<file path="src/rtl/boot_mode_sequencer.sv">
// Boot mode sequencer: debounced start button, CPU/programmer reset control and write steering.
// Optional PROG_STATS_EN macro enables the download word counter (otherwise word_count is 0).
//
// state | meaning
// HOLD  | CPU held in reset for RESET_HOLD_CYCLES, programmer disabled
// RUN   | CPU running, waiting for an accepted start_pg press
// PROG  | UART download active, CPU held in reset, programmer enabled

module boot_mode_sequencer #(
    parameter int DEBOUNCE_CYCLES   = 1000000,
    parameter int RESET_HOLD_CYCLES = 16,
    parameter int TIMEOUT_CYCLES    = 50000000
) (
    input  logic        clock,
    input  logic        rst,
    input  logic        start_pg,
    input  logic        upg_done,
    input  logic        upg_wen,
    input  logic [14:0] upg_adr,
    output logic        upg_rst,
    output logic        cpu_rst,
    output logic        rom_wen,
    output logic        ram_wen,
    output logic        prog_active,
    output logic        prog_error,
    output logic [15:0] word_count
);

    localparam int DW = $clog2(DEBOUNCE_CYCLES + 1);
    localparam int HW = (RESET_HOLD_CYCLES > 1) ? $clog2(RESET_HOLD_CYCLES) : 1;
    localparam int TW = (TIMEOUT_CYCLES > 0) ? $clog2(TIMEOUT_CYCLES + 1) : 1;

    localparam logic [DW-1:0] DEB_MAX   = DW'(DEBOUNCE_CYCLES);
    localparam logic [HW-1:0] HOLD_LAST = HW'(RESET_HOLD_CYCLES - 1);
    localparam logic [TW-1:0] TO_MAX    = TW'(TIMEOUT_CYCLES);

    typedef enum logic [1:0] {
        ST_HOLD = 2'd0,
        ST_RUN  = 2'd1,
        ST_PROG = 2'd2
    } state_t;

    state_t          state       = ST_HOLD;
    state_t          next_state;
    logic [1:0]      sync_ff     = 2'b00;
    logic [DW-1:0]   deb_cnt     = '0;
    logic            sp_deb_q    = 1'b0;
    logic [HW-1:0]   hold_cnt    = '0;
    logic [TW-1:0]   to_cnt      = '0;
    logic            cpu_rst_q   = 1'b1;
    logic            upg_rst_q   = 1'b1;
    logic            prog_act_q  = 1'b0;
    logic            prog_err_q  = 1'b0;

    logic            sp_s;
    logic            sp_deb;
    logic            sp_acc;
    logic            timeout;
    logic            prog_entry;
    logic            timeout_abort;
    logic            unused_adr;

    assign sp_s    = sync_ff[1];
    assign sp_deb  = (deb_cnt == DEB_MAX);
    assign sp_acc  = sp_deb & ~sp_deb_q;
    assign timeout = (TIMEOUT_CYCLES != 0) && (to_cnt == TO_MAX);

    always_ff @(posedge clock) begin
        if (rst) begin
            sync_ff  <= 2'b00;
            deb_cnt  <= '0;
            sp_deb_q <= 1'b0;
        end else begin
            sync_ff  <= {sync_ff[0], start_pg};
            if (!sp_s)
                deb_cnt <= '0;
            else if (deb_cnt != DEB_MAX)
                deb_cnt <= deb_cnt + 1'b1;
            sp_deb_q <= sp_deb;
        end
    end

    always_comb begin
        next_state    = state;
        prog_entry    = 1'b0;
        timeout_abort = 1'b0;
        case (state)
            ST_HOLD: begin
                if (hold_cnt == HOLD_LAST)
                    next_state = ST_RUN;
            end
            ST_RUN: begin
                if (sp_acc) begin
                    next_state = ST_PROG;
                    prog_entry = 1'b1;
                end
            end
            ST_PROG: begin
                // upg_done wins over a coincident timeout, so no error is flagged
                if (upg_done) begin
                    next_state = ST_HOLD;
                end else if (timeout) begin
                    next_state    = ST_HOLD;
                    timeout_abort = 1'b1;
                end
            end
            default: next_state = ST_HOLD;
        endcase
        if (rst) begin
            next_state    = ST_HOLD;
            prog_entry    = 1'b0;
            timeout_abort = 1'b0;
        end
    end

    always_ff @(posedge clock) begin
        state <= next_state;

        if (rst || state != ST_HOLD || next_state != ST_HOLD)
            hold_cnt <= '0;
        else
            hold_cnt <= hold_cnt + 1'b1;

        if (rst || prog_entry || state != ST_PROG || upg_wen)
            to_cnt <= '0;
        else if (to_cnt != TO_MAX)
            to_cnt <= to_cnt + 1'b1;

        // rst deliberately leaves prog_error alone so the abort stays visible
        if (prog_entry)
            prog_err_q <= 1'b0;
        else if (timeout_abort)
            prog_err_q <= 1'b1;

        cpu_rst_q  <= (next_state != ST_RUN);
        upg_rst_q  <= (next_state != ST_PROG);
        prog_act_q <= (next_state == ST_PROG);
    end

    assign cpu_rst     = cpu_rst_q;
    assign upg_rst     = upg_rst_q;
    assign prog_active = prog_act_q;
    assign prog_error  = prog_err_q;

    assign rom_wen = upg_wen & ~upg_adr[14] & prog_act_q;
    assign ram_wen = upg_wen &  upg_adr[14] & prog_act_q;

    assign unused_adr = ^upg_adr[13:0];

`ifdef PROG_STATS_EN
    logic [15:0] wc_q = 16'h0000;

    always_ff @(posedge clock) begin
        if (prog_entry)
            wc_q <= 16'h0000;
        else if ((rom_wen | ram_wen) && wc_q != 16'hFFFF)
            wc_q <= wc_q + 16'h0001;
    end

    assign word_count = wc_q;
`else
    assign word_count = 16'h0000;
`endif

endmodule

</file>
<file path="config.mk">
export PLATFORM = sky130hd
export DESIGN_NAME = boot_mode_sequencer
export DESIGN_NICKNAME = d
export VERILOG_FILES = /design/src/rtl/boot_mode_sequencer.sv
export SDC_FILE = /design/constraint.sdc
export NUM_CORES = 1
export LEC_CHECK = 0
export ABC_AREA = 1
export BUFFER_PORTS_ARGS = -buffer_cell sky130_fd_sc_hd__buf_2
export CAP_MARGIN = 20
export CORE_MARGIN = 2
export CORE_UTILIZATION = 47
export CTS_BUF_LIST = sky130_fd_sc_hd__clkbuf_8
export DETAILED_ROUTE_END_ITERATION = 10
export GPL_TIMING_DRIVEN = 0
export MAX_ROUTING_LAYER = met4
export PLACE_DENSITY = 0.67
export SLEW_MARGIN = 20
export SYNTH_ARGS = -nofsm -noshare
export SYNTH_HDL_FRONTEND = slang
export SYNTH_SLANG_ARGS = --single-unit
</file>
<file path="constraint.sdc">
create_clock -name clock -period 1.6 [get_ports clock]
set_input_delay 0.08 -clock clock [delete_from_list [all_inputs] [get_ports clock]]
set_output_delay 0.08 -clock clock [all_outputs]
set_load 0.02 [all_outputs]
</file>
# Yosys cells after proc, flatten, opt, wreduce, memory -nomap -nowiden
# Index checks and enable logic that the tools add are counted.
[totals] register_bits=59 latchBits=0 mem_bits_rw=0 mem_bits_ro=0 out_inout_bits=22 elab_cells=54 n_memories=0
[op_classes] addsub=3 multipliers=0 div_mod_pow=0 n_lt_le_gt_ge=0 eq_ne=11 shift=0 mux=13 bitwise=8 n_reduce_logical=9
[ops] cell="$add 26x1->26 const B" n=1
[ops] cell="$eq 26x26->1 const B" n=1
[ops] cell="$ne 26x26->1 const B" n=1
[ops] cell="$add 20x1->20 const B" n=1
[ops] cell="$eq 20x20->1 const B" n=1
[ops] cell="$ne 20x20->1 const B" n=1
[ops] cell="$mux 2" n=5
[ops] cell="$mux 1" n=7
[ops] cell="$pmux 2 s3" n=1
[ops] cell="$and 1x1->1" n=5
[ops] cell="$logic_or 1x1->1" n=5
[ops] cell="$add 4x1->4 const B" n=1
[ops] cell="$eq 2x2->1 const B" n=2
[ops] cell="$eq 4x4->1 const B" n=1
[ops] cell="$ne 2x2->1 const B" n=2
[ops] cell="$reduce_bool 2->1" n=2
[ops] cell="$not 1->1" n=3
[ops] cell="$eq 2x1->1 const B" n=1
[ops] cell="$logic_not 2->1" n=1
[ops] cell="$ne 2x1->1 const B" n=1
[ops] cell="$reduce_or 2->1" n=1

# Longest topological paths before layout
# Gate-level depths: netlist of the first run.
[depth] word_depth=8 ltp_mapped=9 ltp_nobuf=9

# Worst setup path after synthesis of the first run
# OpenSTA, ideal clock, no wires.
[synth_path] path_type="reg2reg" from="reg to_cnt[1]" to="reg to_cnt[16]" setup_ns=0.116 arrival_ns=1.208 required_time_ns=1.484 path_slack_ns=0.276 path_stages_with_launch=9 path_buffers=0 period_less_slack_ns=1.324 cell_sequence="dfxtp_1 > ha_1 > nand2_1 > inv_1 > nand3_4 > nor2_4 > nand3_2 > o21ai_0 > nor2_1"
[synth_between] elab_chain_cells=1 word_cells_on_any_way=2
[synth_lines] item="start: declaration" line="49" text="logic [TW-1:0] to_cnt = '0;"
[synth_lines] item="start signal: assignment" line="127" text="to_cnt <= to_cnt + 1'b1;"
[synth_lines] item="$add 26x1->26 / $ne 26x26->1 (equally long branches)" line="127, 126"
# Parallel ways exist; a longest one is shown, timed or not.
# A chain may end at the register's enable or synchronous reset.

# Worst setup path in the final report of the first run
[layout_path] from="reg deb_cnt[0]" to="reg deb_cnt[14]"
[layout_between] elab_chain_cells=1 word_cells_on_any_way=2
[layout_lines] item="start: declaration" line="46" text="logic [DW-1:0] deb_cnt = '0;"
[layout_lines] item="start signal: assignment" line="78" text="deb_cnt <= deb_cnt + 1'b1;"
[layout_lines] item="$add 20x1->20 / $ne 20x20->1 (equally long branches)" line="78, 77"
# Parallel ways exist; a longest one is shown, timed or not.

==> results.md, run 1 <==
- Status: finished, final reports clean
- Final antenna-violating net count: 0
- Die ar.: 0.00722 mm^2
- Std-Cell Rows: 29
- Min cycle time layout: 1.48 ns
- H-Tree Depth: 3
- Vias in the first global route: 2,531
- Ant diodes: 0
- Pwr per Cell Area: 849 mW/mm^2
- Routed WL per cell: 11.0 um
- Worst R2R End: deb_cnt[14]
- Final hold slack: 0.00968 ns
- CP required: 1.87 ns
- Fin crit share: 92.4%
- Area contributors post-synth: dfxtp_1 (38%), nand2_1 (11%), nor2_1 (8.9%)
- R2R setup slack: 0.12 ns
- Die H: 85.0 um
- Sequential share of the synthesized area: 38.3%
- Worst Setup End Kind: flip-flop
- Post-DP HPWL: 4650 um
- Final WS setup: 0.121 ns
- Grt ovf: 0
- Largest net degree at the start of global routing: 11
- Final Setup Violations: 0
- Share of layout cells above drive strength 1: 14.7%
- Mapped cell area: 0.00308 mm^2
- Total GRT Usage: 19.0%
- Worst hold path cell count: 2
- First-pass GRT wire length: 10,800 um
- Cell Area, Placed: 0.00329 mm^2
- RSZ-0062 raised after global routing: true
- Clock sinks: 59
- P&R area growth vs syn: 14.3%
- Reg clk slew, reported paths: 0.07 ns
- Most frequent cells in the layout: nand2_1 (91), nor2_1 (72), inv_1 (65)
- Clock root cell: clkbuf_8
- Reg2reg start: deb_cnt[0]
- Distinct cells, synth: 29
- Synth warn: 0
- Number of buffers created by CTS: 9
- Slew Limit Fails: 0
- Vias per inst: 4.80
- Clock latency at the later pin of the worst-skew pair: 0.35 ns
- CP Max Fanout: 4
- Port bufs: 11
- Fin nets: 511
- Pre-antenna DRT Iters: 4
- Max frequency: 676 MHz
- Max Cap Violations: 0
- Synthesized area per cell: 6.91 um^2
- Via count: 2,724
- WS Path Type: reg -> reg
- Startpoint Class: flip-flop
- Cells after Synth: 446
- DIE WIDTH: 85.0 um
- Synth Register Bits: 59
- Initial core utilization: 48.5%
- VDD IR max: 666 uV
- Cell taking the most area after synthesis: dfxtp_1
- Clock Tree Buf Depth: 2
- Cell leakage power: 0.00138 uW
- Hold Violations, Final: 0
- CORE AREA: 0.00635 mm^2
- Fillers: 641
- Final Routed Wirelength: 6260 um
- Worst Path Arrival: 1.75 ns
- Hold crit path type: in -> reg
- Hold path startpoint: rst
- Initial drt markers: 91
- Num ports: 42
- Design area: 0.00352 mm^2
- Reg2Reg Depth: 6
- Commonest non-fill, non-tap cell in the layout: nand2_1
- Worst Skew: 0.00949 ns
- CTS tree: done
- Antenna violations before repair: 0
- Pre-CTS WS: 0.0698 ns
- Top cell type's share of synthesized area: 38.3%
- Post-route DRC violation count: 0
- GPL Wtd Cong: 0.853
- Hold worst-path end: sync_ff[1]
layout make-up:
class / count / area [um^2] / share of cell area, %
multi-input combinational: 318 / 1580 / 44.8
sequential: 59 / 1180 / 33.6
inverter: 66 / 248 / 7.03
clock buffer: 11 / 151 / 4.30
buffer: 18 / 133 / 3.76
tap: 77 / 96.3 / 2.73
timing repair buffer: 14 / 80.1 / 2.27
clock inverter: 5 / 52.6 / 1.49
Yosys cell counts:
cell type	n
nor2_1	73
nand2_2	4
or2_0	1
nor3_4	1
buf_2	1
xor2_1	5
inv_1	65
a21oi_1	30
ha_1	5
nor2_8	1
xnor2_1	4
nand3_4	1
o21a_1	2
nand3b_1	5
conb_1	1
dfxtp_1	59
inv_2	1
nand3_1	27
nand2_1	91
nor2_4	3
nand4_1	11
nand3_2	2
nor3_1	6
o21ai_0	20
buf_4	17
nor3b_1	1
nor3_2	4
nand2_4	1
nor2_2	4
critical path, stage by stage (launching register included):
cell and delay [ns]:
dfxtp_1 0.38, ha_1 0.24, nand3_1 0.15, nor2_2 0.17, nand3_1 0.12, or2_0 0.22
a21oi_1 0.13
repair_timing:
action / in CTS / in global routing
endpoints found under the hold margin: 1 / 0
setup buffers: 0 / 2
hold buffers: 1 / 0
resized for setup: 0 / 4
endpoints found under the setup margin: 0 / 6
how the worst max path moves through the flow:
stage                    start     endpoint  slack [ns]
floorplan            to_cnt[1]   to_cnt[16]        0.28
global placement    deb_cnt[0]   deb_cnt[8]        0.11
detailed placement   to_cnt[1]   to_cnt[16]        0.07
CTS                 deb_cnt[0]  deb_cnt[14]        0.06
global route        deb_cnt[0]   deb_cnt[8]      -0.003
finish              deb_cnt[0]  deb_cnt[14]        0.12
sequential cells by signal (all words and copies together), names as in the netlist:
register,cells
sync_ff,2
prog_error,1
state,2
hold_cnt,4
cpu_rst,1
upg_rst,1
to_cnt,26
prog_active,1
deb_cnt,20
sp_deb_q,1
routing by layer:
| layer | wire length, um | share of wire, % | vias up | global-route usage (%) |
|---|---|---|---|---|
| li1 | - | - | 1458 | - |
| met1 | 2990 | 48 | 1210 | 23.2 |
| met2 | 2880 | 46 | 44 | 29.8 |
| met3 | 275 | 4.4 | 12 | 4.96 |
| met4 | 111 | 1.8 | 0 | 7.65 |
| met5 | 0 | 0 | - | - |
stage by stage:
step	setup TNS (ns)	total power, uW	util, %	cells
floorplan	0	1600	-	461
global placement	0	1620	51.8	549
detailed placement	0	1620	51.8	549
CTS	0	3020	55.2	566
global route	-0.00276	3080	55.5	568
finish	0	2990	55.5	568
cells by family after synthesis:
family                     count (synthesis)  synth area share, %
and+or+nand+nor                          236                 36.0
buffers and inverters                     84                 12.3
DFF                                       59                 38.3
AOI/OAI and AO/OA                         52                 8.61
xor gates and xnor gates                   9                 2.56
adders and majority gates                  5                 2.03
other                                      1                0.122
report_power, final:
group	total (uW)	switching, uW	internal [uW]
combinational	104	60.8	43.0
sequential	1480	5.86	1480
clock	1400	607	795
total	2990	674	2320
(Power assumes the default switching activity.)
==> inputs of run 2 (changes only) <==
--- a/config.mk
+++ b/config.mk
@@ -5,7 +5,6 @@
 export SDC_FILE = /design/constraint.sdc
 export NUM_CORES = 1
 export LEC_CHECK = 0
-export ABC_AREA = 1
 export BUFFER_PORTS_ARGS = -buffer_cell sky130_fd_sc_hd__buf_2
 export CAP_MARGIN = 20
 export CORE_MARGIN = 2
@@ -14,8 +13,8 @@
 export DETAILED_ROUTE_END_ITERATION = 10
 export GPL_TIMING_DRIVEN = 0
 export MAX_ROUTING_LAYER = met4
-export PLACE_DENSITY = 0.67
-export SLEW_MARGIN = 20
+export PLACE_DENSITY = 0.68
+export SLEW_MARGIN = 5
 export SYNTH_ARGS = -nofsm -noshare
 export SYNTH_HDL_FRONTEND = slang
 export SYNTH_SLANG_ARGS = --single-unit
==> results.md, run 2 <==
- Initial drt markers: 55 (was 91)
- Via count: 2,434 (was 2,724)
- Biggest register: to_cnt (unchanged)
- Reg2Reg Depth: 5 (was 6)
- Synth warn: 0 (unchanged)
- Slew HR: 64.4%
- Clock Tree Buf Depth: 2 (unchanged)
- Cells after Synth: 320 (was 446)
- Vias in the first global route: 2,185 (was 2,531)
- Area of the multi-input gates: 0.00171 mm^2 (was 0.00158 mm^2)
- Ant diodes: 0 (unchanged)
- DIE WIDTH: 81.9 um (was 85.0 um)
- Commonest non-fill, non-tap cell in the layout: buf_4 (was nand2_1)
- Sequential Power Share: 55.2% (was 49.6%)
- Worst Setup End Kind: flip-flop (unchanged)
- Die ar.: 0.00671 mm^2 (was 0.00722 mm^2)
- Worst Path Arrival: 1.87 ns (was 1.75 ns)
- Number of buffers created by CTS: 9 (unchanged)
- Initial core utilization: 48.5% (about the same)
- Routed WL per cell: 13.5 um (was 11.0 um)
- CTS tree: done (unchanged)
- Crit-path slowest cell: or4_1 (was dfxtp_1)
- Min cycle time layout: 1.60 ns (was 1.48 ns)
- Sequential share of the synthesized area: 41.4% (was 38.3%)
- Clock latency at the later pin of the worst-skew pair: 0.33 ns (was 0.35 ns)
- Post-DP HPWL: 3890 um (was 4650 um)
- Final Routed Wirelength: 6130 um (was 6260 um)
- Port bufs: 10 (was 11)
- Hold crit path type: in -> reg (unchanged)
- Internal cell power: 2070 uW (was 2320 uW)
- Commonest cells post-synth: dfxtp_1 (59), nor2_1 (25), a21oi_1 (23) (was nand2_1 (91), nor2_1 (73), inv_1 (65))
- Fillers: 487 (was 641)
- RSZ-0062 raised after global routing: true (unchanged)
- Num ports: 42 (unchanged)
- Synthesized area per cell: 8.92 um^2 (was 6.91 um^2)
- Hold path startpoint: upg_wen (was rst)
- Worst slew pin tran: 0.535 ns
- Antenna violations before repair: 0 (unchanged)
- Reg clk slew, reported paths: 0.06 ns (was 0.07 ns)
- Failing checks: setup timing
- Std-Cell Rows: 28 (was 29)
- Die H: 81.9 um (was 85.0 um)
- Distinct cells, synth: 44 (was 29)
- Area contributors post-synth: dfxtp_1 (41%), xor2_1 (5.8%), buf_4 (4.7%) (was dfxtp_1 (38%), nand2_1 (11%), nor2_1 (8.9%))
- Worst Skew: 0.00705 ns (was 0.00949 ns)
- Synth Register Bits: 59 (unchanged)
- Clock power share: 41.0% (was 46.9%)
- Top Registers: to_cnt: 26 flops, deb_cnt: 20 flops, hold_cnt: 4 flops (unchanged)
- Comb pwr share: 3.8% (was 3.5%)
- Largest stage delay on the critical path: 0.48 ns (was 0.38 ns)
- Status: complete, but fails checks (was finished, final reports clean)
- VDD IR max: 709 uV (was 666 uV)
- Hold Violations, Final: 0 (unchanged)
- Fin nets: 402 (was 511)
- Grt ovf: 0 (unchanged)
- Post-route DRC violation count: 0 (unchanged)
- Psw: 594 uW (was 674 uW)
- Final hold slack: 0.0969 ns (was 0.00968 ns)
- Slew Limit Fails: 0 (unchanged)
- Hold worst-path end: to_cnt[1] (was sync_ff[1])
- Top_reg_cell synth: dfxtp_1 (unchanged)
- First-pass GRT wire length: 9980 um (was 10,800 um)
- Most frequent cells in the layout: buf_4 (38), dfxtp_1 (32), nor2_1 (25) (was nand2_1 (91), nor2_1 (72), inv_1 (65))
- Max reg flops: 26 (unchanged)
- Pwr per Cell Area: 727 mW/mm^2 (was 849 mW/mm^2)
- Fin crit share: 100% (was 92.4%)
- Reg2reg start: to_cnt[16] (was deb_cnt[0])
- Mapped cell area: 0.00285 mm^2 (was 0.00308 mm^2)
- CP Max Fanout: 7 (was 4)
- Post-synth EDFFs: 0 (unchanged)
- Most common cell in the synthesized netlist: dfxtp_1 (was nand2_1)
- Clock root cell: clkbuf_8 (unchanged)
- Vias per inst: 5.36 (was 4.80)
- Cell leakage power: 0.00132 uW (was 0.00138 uW)
- Share of layout cells above drive strength 1: 36.1% (was 14.7%)
- GPL Wtd Cong: 0.754 (was 0.853)
- Pre-antenna DRT Iters: 4 (unchanged)
- Max Cap Violations: 0 (unchanged)
- Final antenna-violating net count: 0 (unchanged)
- Top cell type's share of synthesized area: 41.4% (was 38.3%)
- Final Setup Violations: 1 (was 0)
- Pre-CTS WS: -0.238 ns (was 0.0698 ns)
- Clock sinks: 59 (unchanged)
- Startpoint Class: flip-flop (unchanged)
- CP required: 1.86 ns (was 1.87 ns)
- Total GRT Usage: 20.1% (was 19.0%)
- Sequential cell area: 0.00124 mm^2 (was 0.00118 mm^2)
- Async set-reset flop share out of synthesis: 0% (unchanged)
- Worst hold path cell count: 4 (was 2)
- CP Cell Sequence: and4_4 > nand4_2 > buf_6 > or4_1 > a21oi_2 (was ha_1 > nand3_1 > nor2_2 > nand3_1 > or2_0 > a21oi_1)
- Design area: 0.00366 mm^2 (was 0.00352 mm^2)
- Switching Share: 22.3% (was 22.5%)
- P&R area growth vs syn: 28.2% (was 14.3%)
- H-Tree Depth: 3 (unchanged)
- Worst R2R End: to_cnt[23] (was deb_cnt[14])
- Max frequency: 624 MHz (was 676 MHz)
- R2R setup slack: -0.003 ns (was 0.12 ns)
- Final WS setup: -0.00300 ns (was 0.121 ns)
- Cell taking the most area after synthesis: dfxtp_1 (unchanged)
- CORE AREA: 0.00589 mm^2 (was 0.00635 mm^2)
- WS Path Type: reg -> reg (unchanged)
- Cell Area, Placed: 0.00305 mm^2 (was 0.00329 mm^2)
- Largest net degree at the start of global routing: 11 (unchanged)
[run 2: cells by family (layout without fill, tap and decap cells)]
family	Yosys count	in the layout	share of synthesized area (%)
compound gates	51	51	10.2
xor+xnor	22	22	6.75
fa+ha+maj	5	5	2.19
buf+inv	39	83	7.85
flops	59	59	41.4
mux	2	2	0.701
other cells	1	16	0.131
simple gates	141	141	30.8
[run 2: power by group through the flow]
stage	registers, uW	logic (uW)	clock network (uW)
after floorplan	1520	82.8	0
after global placement	1520	93.1	0
after detailed placement	1520	94.1	0
after CTS	1470	96.6	1120
after global routing	1470	113	1190
final	1470	101	1090
[run 2: cell type report]
cell class | instances | share of cell area, %
Clock buffer | 10 | 3.76
Sequential cell | 59 | 33.9
Tap cell | 75 | 2.56
Buffer | 27 | 5.50
Multi-Input combinational cell | 237 | 46.7
Inverter | 10 | 1.09
Timing Repair Buffer | 33 | 6.15
Clock inverter | 3 | 0.308
[run 2: worst max-delay path: cells and delay by family (launching register included)]
kind / cells / cell delay [ns]
AOI/OAI and AO/OA: 1 / 0.13
buffers and inverters: 1 / 0.17
DFF: 1 / 0.38
and+or+nand+nor: 3 / 0.86
[run 2: worst max path at each step]
stage	slack, ns	to	cells past startpoint	start
after floorplan	0.04	prog_error	6	deb_cnt[0]
after global placement	-0.21	to_cnt[1]	6	to_cnt[0]
after detailed placement	-0.24	upg_rst	6	deb_cnt[0]
after CTS	0.0007	to_cnt[23]	5	to_cnt[15]
after global routing	-0.1	to_cnt[0]	6	to_cnt[1]
final	-0.003	to_cnt[23]	5	to_cnt[16]
[run 2: per-layer routing]
metal	share of wire (%)	GRT usage [%]	up-vias	wire, um
met4	1.2	6.00	0	75
met1	43	21.5	1156	2630
met2	53	35.1	31	3230
met5	0	-	-	0
met3	3.2	6.81	9	194
li1	-	-	1238	-
[run 2: stage by stage]
step           utilization (%)  std cells  power [uW]  setup TNS (ns)
5_1_grt                   62.2        454        2770          -0.994
3_3_place_gp              51.9        420        1610           -1.88
4_1_cts                   57.7        442        2690               0
6_report                  62.2        454        2660        -0.00300
2_1_floorplan                -        335        1600               0
3_5_place_dp              51.9        420        1610           -2.72
[run 2: timing repair]
| action | in CTS | in global routing |
|---|---|---|
| hold endpoints to repair | 1 | 0 |
| setup endpoints to repair | 24 | 40 |
| gates resized for setup | 42 | 54 |
| setup buffers | 9 | 13 |
| hold buffers | 1 | 0 |
| pin swaps | 9 | 10 |
